==> src/rtl/alaw_pcm_tx.sv <==
// alaw_pcm_tx: serial PCM transmitter for 8-bit A-law codes.
// Codes arrive over a valid/ready handshake and wait in a small FIFO. Each code
// is optionally XORed with 8'h55 (A-law even-bit inversion) and shifted out MSB
// first as an 8-bit frame with frame sync and bit clock. An empty FIFO at a
// frame boundary while enabled sends an idle code and bumps a saturating count.
// Ports:
//   i_clk          system clock, rising edge
//   i_rst_n        asynchronous active-low reset
//   i_code         A-law code from the compander
//   i_code_valid   i_code valid this cycle
//   o_code_ready   FIFO not full (0 while in reset)
//   i_en           transmit enable
//   o_pcm_data     serial data, MSB first
//   o_pcm_fsync    high during the first bit period of each frame
//   o_pcm_bclk     high during the first half of each bit period
//   o_fifo_level   FIFO occupancy
//   o_underrun_cnt idle frames sent, saturating at 255
module alaw_pcm_tx #(
    parameter int DEPTH       = 4,
    parameter int BIT_DIV     = 4,
    parameter bit INVERT_EVEN = 1'b1
) (
    input  logic                     i_clk,
    input  logic                     i_rst_n,
    input  logic [7:0]               i_code,
    input  logic                     i_code_valid,
    output logic                     o_code_ready,
    input  logic                     i_en,
    output logic                     o_pcm_data,
    output logic                     o_pcm_fsync,
    output logic                     o_pcm_bclk,
    output logic [$clog2(DEPTH):0]   o_fifo_level,
    output logic [7:0]               o_underrun_cnt
);
    localparam int AW = $clog2(DEPTH);
    localparam int DW = $clog2(BIT_DIV);
    localparam logic [AW:0]   FULL     = (AW+1)'(DEPTH);
    localparam logic [DW-1:0] DIV_LAST = DW'(BIT_DIV - 1);
    localparam logic [DW-1:0] DIV_HALF = DW'(BIT_DIV / 2);
    localparam logic [7:0]    MASK     = INVERT_EVEN ? 8'h55 : 8'h00;

    typedef enum logic {IDLE, RUN} state_t;

    state_t        r_state, w_state;
    logic [7:0]    r_mem [DEPTH];
    logic [AW-1:0] r_rd, r_wr;
    logic [AW:0]   r_level;
    logic [DW-1:0] r_div, w_div;
    logic [2:0]    r_bit, w_bit;
    logic [7:0]    r_shift, w_shift;
    logic [7:0]    r_under;
    logic          r_data, r_fsync, r_bclk;
    logic          w_push, w_pop, w_last, w_under;

    // Ready comes from the registered level, so a pop in the same cycle
    // cannot open a slot for a push while full.
    assign o_code_ready   = i_rst_n && (r_level != FULL);
    assign w_push         = i_code_valid && o_code_ready;
    assign w_last         = (r_bit == 3'd7) && (r_div == DIV_LAST);
    assign o_pcm_data     = r_data;
    assign o_pcm_fsync    = r_fsync;
    assign o_pcm_bclk     = r_bclk;
    assign o_fifo_level   = r_level;
    assign o_underrun_cnt = r_under;

    always_comb begin
        w_state = r_state;
        w_div   = r_div;
        w_bit   = r_bit;
        w_shift = r_shift;
        w_pop   = 1'b0;
        w_under = 1'b0;
        if (r_state == IDLE) begin
            if (i_en && r_level != '0) begin
                w_state = RUN;
                w_pop   = 1'b1;
                w_shift = r_mem[r_rd] ^ MASK;
            end
        end else if (w_last) begin
            w_div = '0;
            w_bit = '0;
            if (!i_en) begin
                w_state = IDLE;
                w_shift = '0;
            end else if (r_level != '0) begin
                w_pop   = 1'b1;
                w_shift = r_mem[r_rd] ^ MASK;
            end else begin
                w_under = 1'b1;
                w_shift = MASK;
            end
        end else if (r_div == DIV_LAST) begin
            w_div   = '0;
            w_bit   = r_bit + 3'd1;
            w_shift = {r_shift[6:0], 1'b0};
        end else begin
            w_div = r_div + DW'(1);
        end
    end

    // Line outputs are registered from next-state values so the first bit of
    // a frame appears in the cycle right after the loading edge.
    always_ff @(posedge i_clk or negedge i_rst_n) begin
        if (!i_rst_n) begin
            r_state <= IDLE;
            r_div   <= '0;
            r_bit   <= '0;
            r_shift <= '0;
            r_rd    <= '0;
            r_wr    <= '0;
            r_level <= '0;
            r_under <= '0;
            r_data  <= 1'b0;
            r_fsync <= 1'b0;
            r_bclk  <= 1'b0;
        end else begin
            r_state <= w_state;
            r_div   <= w_div;
            r_bit   <= w_bit;
            r_shift <= w_shift;
            r_level <= r_level + (AW+1)'(w_push) - (AW+1)'(w_pop);
            if (w_push) r_wr <= r_wr + AW'(1);
            if (w_pop) r_rd <= r_rd + AW'(1);
            if (w_under && r_under != 8'hFF) r_under <= r_under + 8'd1;
            r_data  <= (w_state == RUN) && w_shift[7];
            r_fsync <= (w_state == RUN) && (w_bit == 3'd0);
            r_bclk  <= (w_state == RUN) && (w_div < DIV_HALF);
        end
    end

    always_ff @(posedge i_clk) begin
        if (w_push) r_mem[r_wr] <= i_code;
    end
endmodule

==> config.mk <==
export PLATFORM = sky130hd
export DESIGN_NAME = alaw_pcm_tx
export DESIGN_NICKNAME = d
export VERILOG_FILES = /design/src/rtl/alaw_pcm_tx.sv
export SDC_FILE = /design/constraint.sdc
export NUM_CORES = 1
export LEC_CHECK = 0
export ABC_CLOCK_PERIOD_IN_PS = 3650
export CAP_MARGIN = 20
export CORE_MARGIN = 2
export CORE_UTILIZATION = 28
export CTS_BUF_LIST = sky130_fd_sc_hd__clkbuf_4 sky130_fd_sc_hd__clkbuf_8 sky130_fd_sc_hd__clkbuf_16
export DETAILED_ROUTE_END_ITERATION = 16
export SYNTH_ARGS = -nofsm -noshare
export SYNTH_HDL_FRONTEND = slang
export SYNTH_SLANG_ARGS = --single-unit
export TNS_END_PERCENT = 100
==> constraint.sdc <==
create_clock -name i_clk -period 3.65 [get_ports i_clk]
set_clock_uncertainty 0.2 [all_clocks]
set_input_delay 0.73 -clock i_clk [delete_from_list [all_inputs] [get_ports i_clk]]
set_output_delay 0.73 -clock i_clk [all_outputs]
set_load 0.005 [all_outputs]
# After elaboration in Yosys (flattened, before gate mapping)
# Memories as Yosys holds them, arrays and structs flattened.
# Cells that the tools add are included.
# word_totals
reg_bits,32
latch_bits,0
mem_bits_rw,32
rom_bits,0
output_inout_bits,15
mem_count,1
# memory_table
memory,depth,width,read_ports,rd_clocked_by_memory_dff,wr,line_no,source
r_mem,4,8,1,0,1,45,logic [7:0] r_mem [DEPTH];
# op_classes
addsub,7
n_mul,0
div,0
order_cmp,1
n_eq_ne,5
shifts,0
muxes,26
n_bitwise,1
reduce_logical,12
# op_table
op,count
$mux W8,6
$mux W1,14
$mux W3,3
$add A8 B1 Y8 const B,1
$logic_and A1 B1 Y1,8
$ne A8 B8 Y1 const B,1
$add A2 B1 Y2 const B,3
$mux W2,3
$not A4 Y4,1
$add A3 B1 Y3,1
$add A3 B1 Y3 const B,1
$eq A3 B3 Y1 const B,1
$logic_not A3 Y1,1
$ne A3 B1 Y1 const B,1
$ne A3 B3 Y1 const B,1
$reduce_bool A3 Y1,1
$sub A3 B1 Y3,1
$eq A2 B2 Y1 const B,1
$lt A2 B2 Y1 const B,1
$reduce_and A2 Y1,1
$reduce_bool A2 Y1,1

# Logic depth before layout (Yosys ltp)
# Gate-level depths: netlist of the first run.
# An unclocked memory read counts as a cell.
# logic_depth
depth_word,7
mapped_depth,11

# Worst setup path before layout of the first run
# Ideal clock, no wire load.
# synth_timing
kind,input -> register
startpoint,in i_rst_n
endpoint,reg r_level[2] (netlist: o_fifo_level[2])
setup_time_ns,0.123
arrival_time_ns,2.494
t_required_ns,3.327
slack_ns,0.833
stages,9
path_buffers,0
cell_sequence,a21boi_0 > and2_1 > inv_1 > ha_1 > inv_1 > ha_1 > fa_1 > xnor2_1 > xnor2_1
# synth_between
elab_chain_len,4
# synth_rtl
element,line_no,source
"start, declared",24,"input logic i_rst_n,"
$logic_and A1 B1 Y1,57,assign o_code_ready = i_rst_n && (r_level != FULL);
$logic_and A1 B1 Y1,58,assign w_push = i_code_valid && o_code_ready;
$add A3 B1 Y3,121,r_level <= r_level + (AW+1)'(w_push) - (AW+1)'(w_pop);
$sub A3 B1 Y3,121,
"end signal, assigned",121,
"end, declared",47,logic [AW:0] r_level;
# Every way passes these cells.
# A chain may end at the register's enable or synchronous reset.

# Worst setup path after layout of the first run
# layout_timing
startpoint,in i_rst_n
endpoint,out o_code_ready
# layout_between
elab_chain_len,1
# layout_rtl
element,line_no,source
$logic_and A1 B1 Y1,57,
"end, declared",27,"output logic o_code_ready,"
# Every way passes these cells.

==> metrics.md, run 1 <==
| Metric | Value |
|---|---|
| FILL cells | `about 950` |
| Post-synth top area share | `0.347` |
| Area leader, netlist | `edfxtp_1` |
| Initial antenna violation count | `0` |
| Slowest-stage cell, CP | `clkdlybuf4s50_1` |
| Post-CTS sizing | `0` |
| Postcts setup bufs | `0` |
| Critical path class | `in -> out` |
| Reg clk slew, reported paths | `around 70 ps` |
| Switching Share | `0.295` |
| Yosys warning count | `0` |
| WP data required | `2720 ps` |
| Routability congestion estimate | `between 0.7 and 0.8` |
| Clock Path Buffers | `2` |
| Root Buffer | `clkbuf_8` |
| Final #Nets | `between 200 and 250` |
| Flops & latches, synth | `64` |
| Int Power | `roughly 0.0016 W` |
| Wirelength, routed | `just over 5 mm` |
| RSZ-0062 raised after global routing | `false` |
| Hold_buf cts | `0` |
| Fraction of layout cells with a size suffix above 1 | `0.154` |
| Pwr dens | `a little under 700 nW/um2` |
| Util after Layout | `0.351` |
| Via density per instance | `4.42` |
| XOR/XNOR Fraction of Synth Area | `0.0379` |
| Worst-path cell chain | `clkdlybuf4s50_1 > a21boi_0 > buf_4 > clkdlybuf4s50_1` |
| Status | `complete, no violations` |
| Clock Latency Late Sink | `between 300 and 400 ps` |
| Final Critical Period | `3150 ps` |
| CP max stage delay | `approximately 520 ps` |
| Tcrit/Tclk final | `0.864` |
| HPWL after detailed placement | `3.50 mm` |
| R2R depth | `10` |
| # IOs | `27` |
| GR Overflow Total | `0` |
| Fmax | `roughly 320 MHz` |
| Top delay family on crit path | `buffers and inverters` |
| GRT Overall Usage | `0.105` |
| Hold path depth | `1` |
| Combinational family with the most area after synthesis | `multiplexers` |
| Largest net degree at the start of global routing | `33` |
| Synth Area in Simple Gates | `0.0817` |
| Final routed DRC violation total | `0` |
| Antenna violation net count after detailed routing | `0` |
| Hold Fails Final Rpt | `0` |
| Sequential fraction of the synthesis area | `0.635` |
| Routed len/inst | `around 14 um` |
| Die Width | `104 um` |
| Reg2Reg Launch Point | `r_bit[0]` |
| Synth area leaders | `edfxtp_1 35%, dfrtp_1 29%, mux4_2 6.5%, ha_1 4.5%, mux2_2 2.8%` |
| WP buf/inv | `3` |
| Synth async-reset ratio | `0.500` |
| Most used flip-flop cell after synthesis | `edfxtp_1` |
| Buffers on Ports | `26` |
| First-pass GRT wire length | `8.49 mm` |
| Syn_area_per_cell | `around 15 um2` |
| Die ar. | `~11000 um2` |
| CTS tree | `yes` |
| Post-synthesis cell type count | `34` |
| Proportion of synthesized area in mux cells | `0.0934` |
| WP depth | `4` |
| Cell Area, Synth | `roughly 2800 um2` |
| Final setup vio count | `0` |
| Top cells by count, synth | `32 x dfrtp_1, 32 x edfxtp_1, 14 x nor2_1` |
| R2R Setup Slk | `around 1000 ps` |
| Worst-Margin Slew | `a little under 600 ps` |
| Fin. max-slew vios | `0` |
| DR vias | `1597` |
| Maximum vdd drop | `roughly 0.22 mV` |
| Ant diodes | `0` |
| Hold Startpoint | `r_shift[4]` |
| Seq pwr share | `0.458` |
| Post-synthesis adder-cell area fraction | `0.0523` |
| Reg2Reg Capture Point | `o_fifo_level[2]` |
| CP most frequent cell | `clkdlybuf4s50_1` |
| Combinational share of power | `0.266` |
| Post-synth EDFFs | `32` |
| Switching Power | `~0.00069 W` |
| WP data arrival | `around 2200 ps` |
| Hold Crit Class | `reg -> reg` |
| Die Y | `104 um` |
| Clk pwr share | `0.277` |
| CP startpoint kind | `input port` |
| Post-synthesis cell count | `189` |
| Syn nets | `around 210` |
| Crit. End Element | `primary output` |
| Synth Area in Compound Gates | `0.0731` |
| Clock sinks | `between 60 and 70` |
| Max-Cap Viols | `0` |
| Initial Util | `0.286` |
| Core Box Area | `9680 um2` |
| Pleak | `between 1 and 1.5 nW` |
| Detailed Routing Iterations Pass 1 | `4` |
| First-iteration detailed-routing DRC count | `31` |
| Setup Total Neg Slack | `0 ps` |
| # rows | `36` |
| Num CTS Buffers | `9` |
| Layout area overhead | `22.7%` |
| Power Total | `~0.0023 W` |
| Max H-tree Level | `3` |
| Worst-path fanout max | `5` |
| WHS Endpoint | `r_shift[4]` |
| Worst slew margin | `0.605` |
| Vias in the first global route | `1657` |
[power groups by stage]
stage	Clock, W	Combinational [W]	Sequential, W
2_1_floorplan	0	0.000477	0.00102
3_3_place_gp	0	0.000614	0.00108
4_1_cts	0.000665	0.000633	0.00107
3_5_place_dp	0	0.000634	0.00108
5_1_grt	0.000697	0.000698	0.00109
6_report	0.000644	0.000618	0.00106
[kinds of logic (layout without fill, tap and decap cells)]
group	after synthesis	count (layout)
DFF	64	64
and+or+nand+nor	43	43
xor gates and xnor gates	12	12
AOI/OAI and AO/OA	27	27
muxes	15	15
buffers and inverters	17	56
adders and majority gates	11	11
[worst register-to-register path: cells and delay by family (launching register included)]
family                   cells  cell delay (ps)
adder cells (fa/ha/maj)      5             1350
flip-flops                   1              390
XOR/XNOR                     2              280
AND/OR/NAND/NOR              1              150
AO/OA/AOI/OAI                1              100
buffers and inverters        1               30
[state kept, by name, summed over array words and instances (netlist names)]
signal and flops:
r_div 2, o_fifo_level 3, r_mem 32, o_underrun_cnt 8, o_pcm_fsync 1, o_pcm_data 1
r_wr 2, r_rd 2, r_state 1, r_bit 3, o_pcm_bclk 1, r_shift 8
[worst max path at each step]
| stage | start | endpoint | slack (ps) |
|---|---|---|---|
| after floorplan | i_rst_n | o_fifo_level[2] | 830 |
| after global placement | i_rst_n | o_fifo_level[2] | 350 |
| after detailed placement | i_rst_n | o_fifo_level[2] | 310 |
| after CTS | i_rst_n | o_code_ready | 460 |
| after global routing | i_rst_n | o_code_ready | 330 |
| final | i_rst_n | o_code_ready | 500 |
[layout by cell type, fill, tap and decap left out, types with 7 or more instances in the layout]
master and instances:
nand2_1 9, mux2_2 7, clkbuf_8 9, inv_1 11, nor2_1 14, mux4_2 8
edfxtp_1 32, dfrtp_1 32, clkdlybuf4s50_1 26, ha_1 10
[stage by stage]
stage / area (um2) / setup WS (ps) / hold slack (ps) / instances
floorplan: 2770 / 833 / 234 / 189
global placement: 3190 / 353 / 265 / 345
detailed placement: 3190 / 310 / 272 / 345
CTS: 3400 / 455 / 287 / 361
global route: 3400 / 333 / 295 / 361
finish: 3400 / 498 / 283 / 361
[layout make-up]
cell class	count	area [um2]	area share
tap	133	166	0.0489
inverter	11	41.3	0.0121
clock inverter	7	86.3	0.0254
timing repair buffer	29	283	0.0831
multi-input combinational	108	938	0.276
clock buffer	9	124	0.0364
sequential	64	1760	0.518
[routing by layer]
| metal | part of all wire | global-route usage | up-vias |
|---|---|---|---|
| met5 | 0 | 0 | - |
| met2 | 0.49 | 0.167 | 26 |
| met1 | 0.45 | 0.127 | 801 |
| met4 | 0.013 | 0.0347 | 0 |
| li1 | - | - | 762 |
| met3 | 0.042 | 0.0459 | 8 |
Note: power is estimated with default switching activity, not from simulation.
==> run 2: changes to the inputs <==
- ABC_CLOCK_PERIOD_IN_PS: 3650 -> unset
- PLACE_DENSITY: unset -> 0.53
==> metrics.md, run 2 (same netlist as run 1, synthesis figures left out) <==
| Metric | Value |
|---|---|
| Reg2Reg Capture Point | `o_fifo_level[2] (unchanged)` |
| Tcrit/Tclk final | `0.854 (was 0.864)` |
| Fmax | `321 MHz (was 317 MHz)` |
| Fin. max-slew vios | `0 (unchanged)` |
| Pleak | `1.35 nW (was 1.36 nW)` |
| Hold_buf cts | `0 (unchanged)` |
| DR vias | `1610 (was 1597)` |
| R2R depth | `10 (unchanged)` |
| Final Critical Period | `3120 ps (was 3150 ps)` |
| Hold path depth | `1 (unchanged)` |
| Postcts setup bufs | `0 (unchanged)` |
| Vias in the first global route | `1647 (was 1657)` |
| Initial Util | `0.286 (unchanged)` |
| Hold Fails Final Rpt | `0 (unchanged)` |
| Post-CTS sizing | `0 (unchanged)` |
| Routed len/inst | `14.3 um (was 14.1 um)` |
| Power Total | `0.00228 W (was 0.00233 W)` |
| Crit. End Element | `primary output (unchanged)` |
| Die Y | `104 um (unchanged)` |
| Root Buffer | `clkbuf_8 (unchanged)` |
| WP data arrival | `2190 ps (was 2220 ps)` |
| Worst-Margin Slew | `595 ps (was 592 ps)` |
| Buffers on Ports | `26 (unchanged)` |
| Final Worst Setup Slack | `533 ps (was 498 ps)` |
| CP startpoint kind | `input port (unchanged)` |
| Critical path class | `in -> out (unchanged)` |
| First-iteration detailed-routing DRC count | `53 (was 31)` |
| Num CTS Buffers | `9 (unchanged)` |
| Slowest-stage cell, CP | `clkdlybuf4s50_1 (unchanged)` |
| FILL cells | `957 (was 947)` |
| Antenna violation net count after detailed routing | `0 (unchanged)` |
| R2R Setup Slk | `1020 ps (was 1040 ps)` |
| Layout area overhead | `22.2% (was 22.7%)` |
| Max H-tree Level | `3 (unchanged)` |
| RSZ-0062 raised after global routing | `false (unchanged)` |
| Die ar. | `10700 um2 (unchanged)` |
| Fraction of layout cells with a size suffix above 1 | `0.158 (was 0.154)` |
| GR Overflow Total | `0 (unchanged)` |
| # IOs | `27 (unchanged)` |
| # rows | `36 (unchanged)` |
| CTS tree | `yes (unchanged)` |
| Final Instance Count excl. Fillers | `361 (unchanged)` |
| Setup Total Neg Slack | `0 ps (unchanged)` |
| WHS Endpoint | `r_shift[6] (was r_shift[4])` |
| Routability congestion estimate | `0.730 (was 0.768)` |
| Ant diodes | `0 (unchanged)` |
| WP buf/inv | `3 (unchanged)` |
| Max reg flops | `32 (unchanged)` |
| Commonest cells after routing, fill and taps aside | `32 x dfrtp_1, 32 x edfxtp_1, 26 x clkdlybuf4s50_1 (unchanged)` |
| Final routed DRC violation total | `0 (unchanged)` |
| Max-Cap Viols | `0 (unchanged)` |
| Maximum vdd drop | `0.247 mV (was 0.219 mV)` |
| Clock sinks | `64 (unchanged)` |
| Initial antenna violation count | `0 (unchanged)` |
| CP most frequent cell | `clkdlybuf4s50_1 (unchanged)` |
| Worst-path fanout max | `5 (unchanged)` |
| Place WS | `311 ps (was 310 ps)` |
| Multi-input logic area | `938 um2 (unchanged)` |
| Seq. cell area | `1760 um2 (unchanged)` |
| Detailed Routing Iterations Pass 1 | `4 (unchanged)` |
| Clock Latency Late Sink | `340 ps (about the same)` |
| Clock Path Buffers | `2 (unchanged)` |
| Worst-path cell chain | `clkdlybuf4s50_1 > a21boi_0 > buf_4 > clkdlybuf4s50_1 (unchanged)` |
| Reg clk slew, reported paths | `70 ps (about the same)` |
| Inst Count DP | `345 (unchanged)` |
| Biggest register | `r_mem (unchanged)` |
| Hold Crit Class | `reg -> reg (unchanged)` |
| Reg2Reg Launch Point | `r_bit[0] (unchanged)` |
| Pwr dens | `674 nW/um2 (was 684 nW/um2)` |
| Core Box Area | `9680 um2 (unchanged)` |
| HPWL after detailed placement | `3.55 mm (was 3.50 mm)` |
| First-pass GRT wire length | `8.63 mm (was 8.49 mm)` |
| Largest net degree at the start of global routing | `33 (unchanged)` |
| GRT Overall Usage | `0.104 (was 0.105)` |
| Status | `complete, no violations (unchanged)` |
| Final setup vio count | `0 (unchanged)` |
| Wirelength, routed | `5.17 mm (was 5.10 mm)` |
| Worst slew margin | `0.604 (was 0.605)` |
| Die Width | `104 um (unchanged)` |
| Final #Nets | `246 (unchanged)` |
| CP max stage delay | `520 ps (about the same)` |
| WP data required | `2720 ps (about the same)` |
| Via density per instance | `4.46 (was 4.42)` |
| Hold Startpoint | `r_shift[6] (was r_shift[4])` |
| Top delay family on crit path | `buffers and inverters (unchanged)` |
[run 2: changes by cell type in the layout (fill, tap and decap cells not counted), sizes merged]
| cell | before | now |
|---|---|---|
| clkinvlp | 1 | 2 |
| bufinv | 2 | 1 |
[run 2: through the flow]
| stage | util | hold WS [ps] | cell area (um2) |
|---|---|---|---|
| global placement | 0.329 | 267 | 3190 |
| CTS | 0.350 | 287 | 3390 |
| detailed placement | 0.329 | 271 | 3190 |
| floorplan | - | 234 | 2770 |
| finish | 0.350 | 283 | 3390 |
| global route | 0.350 | 308 | 3390 |
[run 2: how the worst max path moves through the flow]
stage | slack, ps | cells past startpoint | from | end
2_1_floorplan | 830 | 9 | i_rst_n | o_fifo_level[2]
3_3_place_gp | 360 | 10 | i_rst_n | o_fifo_level[2]
3_5_place_dp | 310 | 10 | i_rst_n | o_fifo_level[2]
4_1_cts | 480 | 4 | i_rst_n | o_code_ready
5_1_grt | 400 | 4 | i_rst_n | o_code_ready
6_report | 530 | 4 | i_rst_n | o_code_ready
[run 2: layout make-up]
class / count / area share
clock buffers: 9 / 0.0366
flip-flops and latches: 64 / 0.520
multi-input cells: 108 / 0.277
inverters: 11 / 0.0122
well taps: 133 / 0.0491
repair buffers: 29 / 0.0835
clock inverters: 7 / 0.0214
[run 2: worst reg2reg max path, stage by stage (launching register included)]
cell and delay (ps):
dfrtp_1 400, ha_1 210, ha_1 290, nand2_1 140, a21oi_1 100, ha_1 300, inv_1 30, ha_1 180
fa_1 390, xnor2_1 180, xnor2_1 140
[run 2: per-layer routing]
layer / global-route usage / share of wire
met4: 0.0319 / 0.0087
met3: 0.0434 / 0.038
met1: 0.130 / 0.46
met5: 0 / 0
met2: 0.166 / 0.50
[run 2: power breakdown]
group | switching, W | total [W] | internal, W
registers | 0.000142 | 0.00106 | 0.000923
logic | 0.000284 | 0.000623 | 0.000338
clock network | 0.000281 | 0.000595 | 0.000315
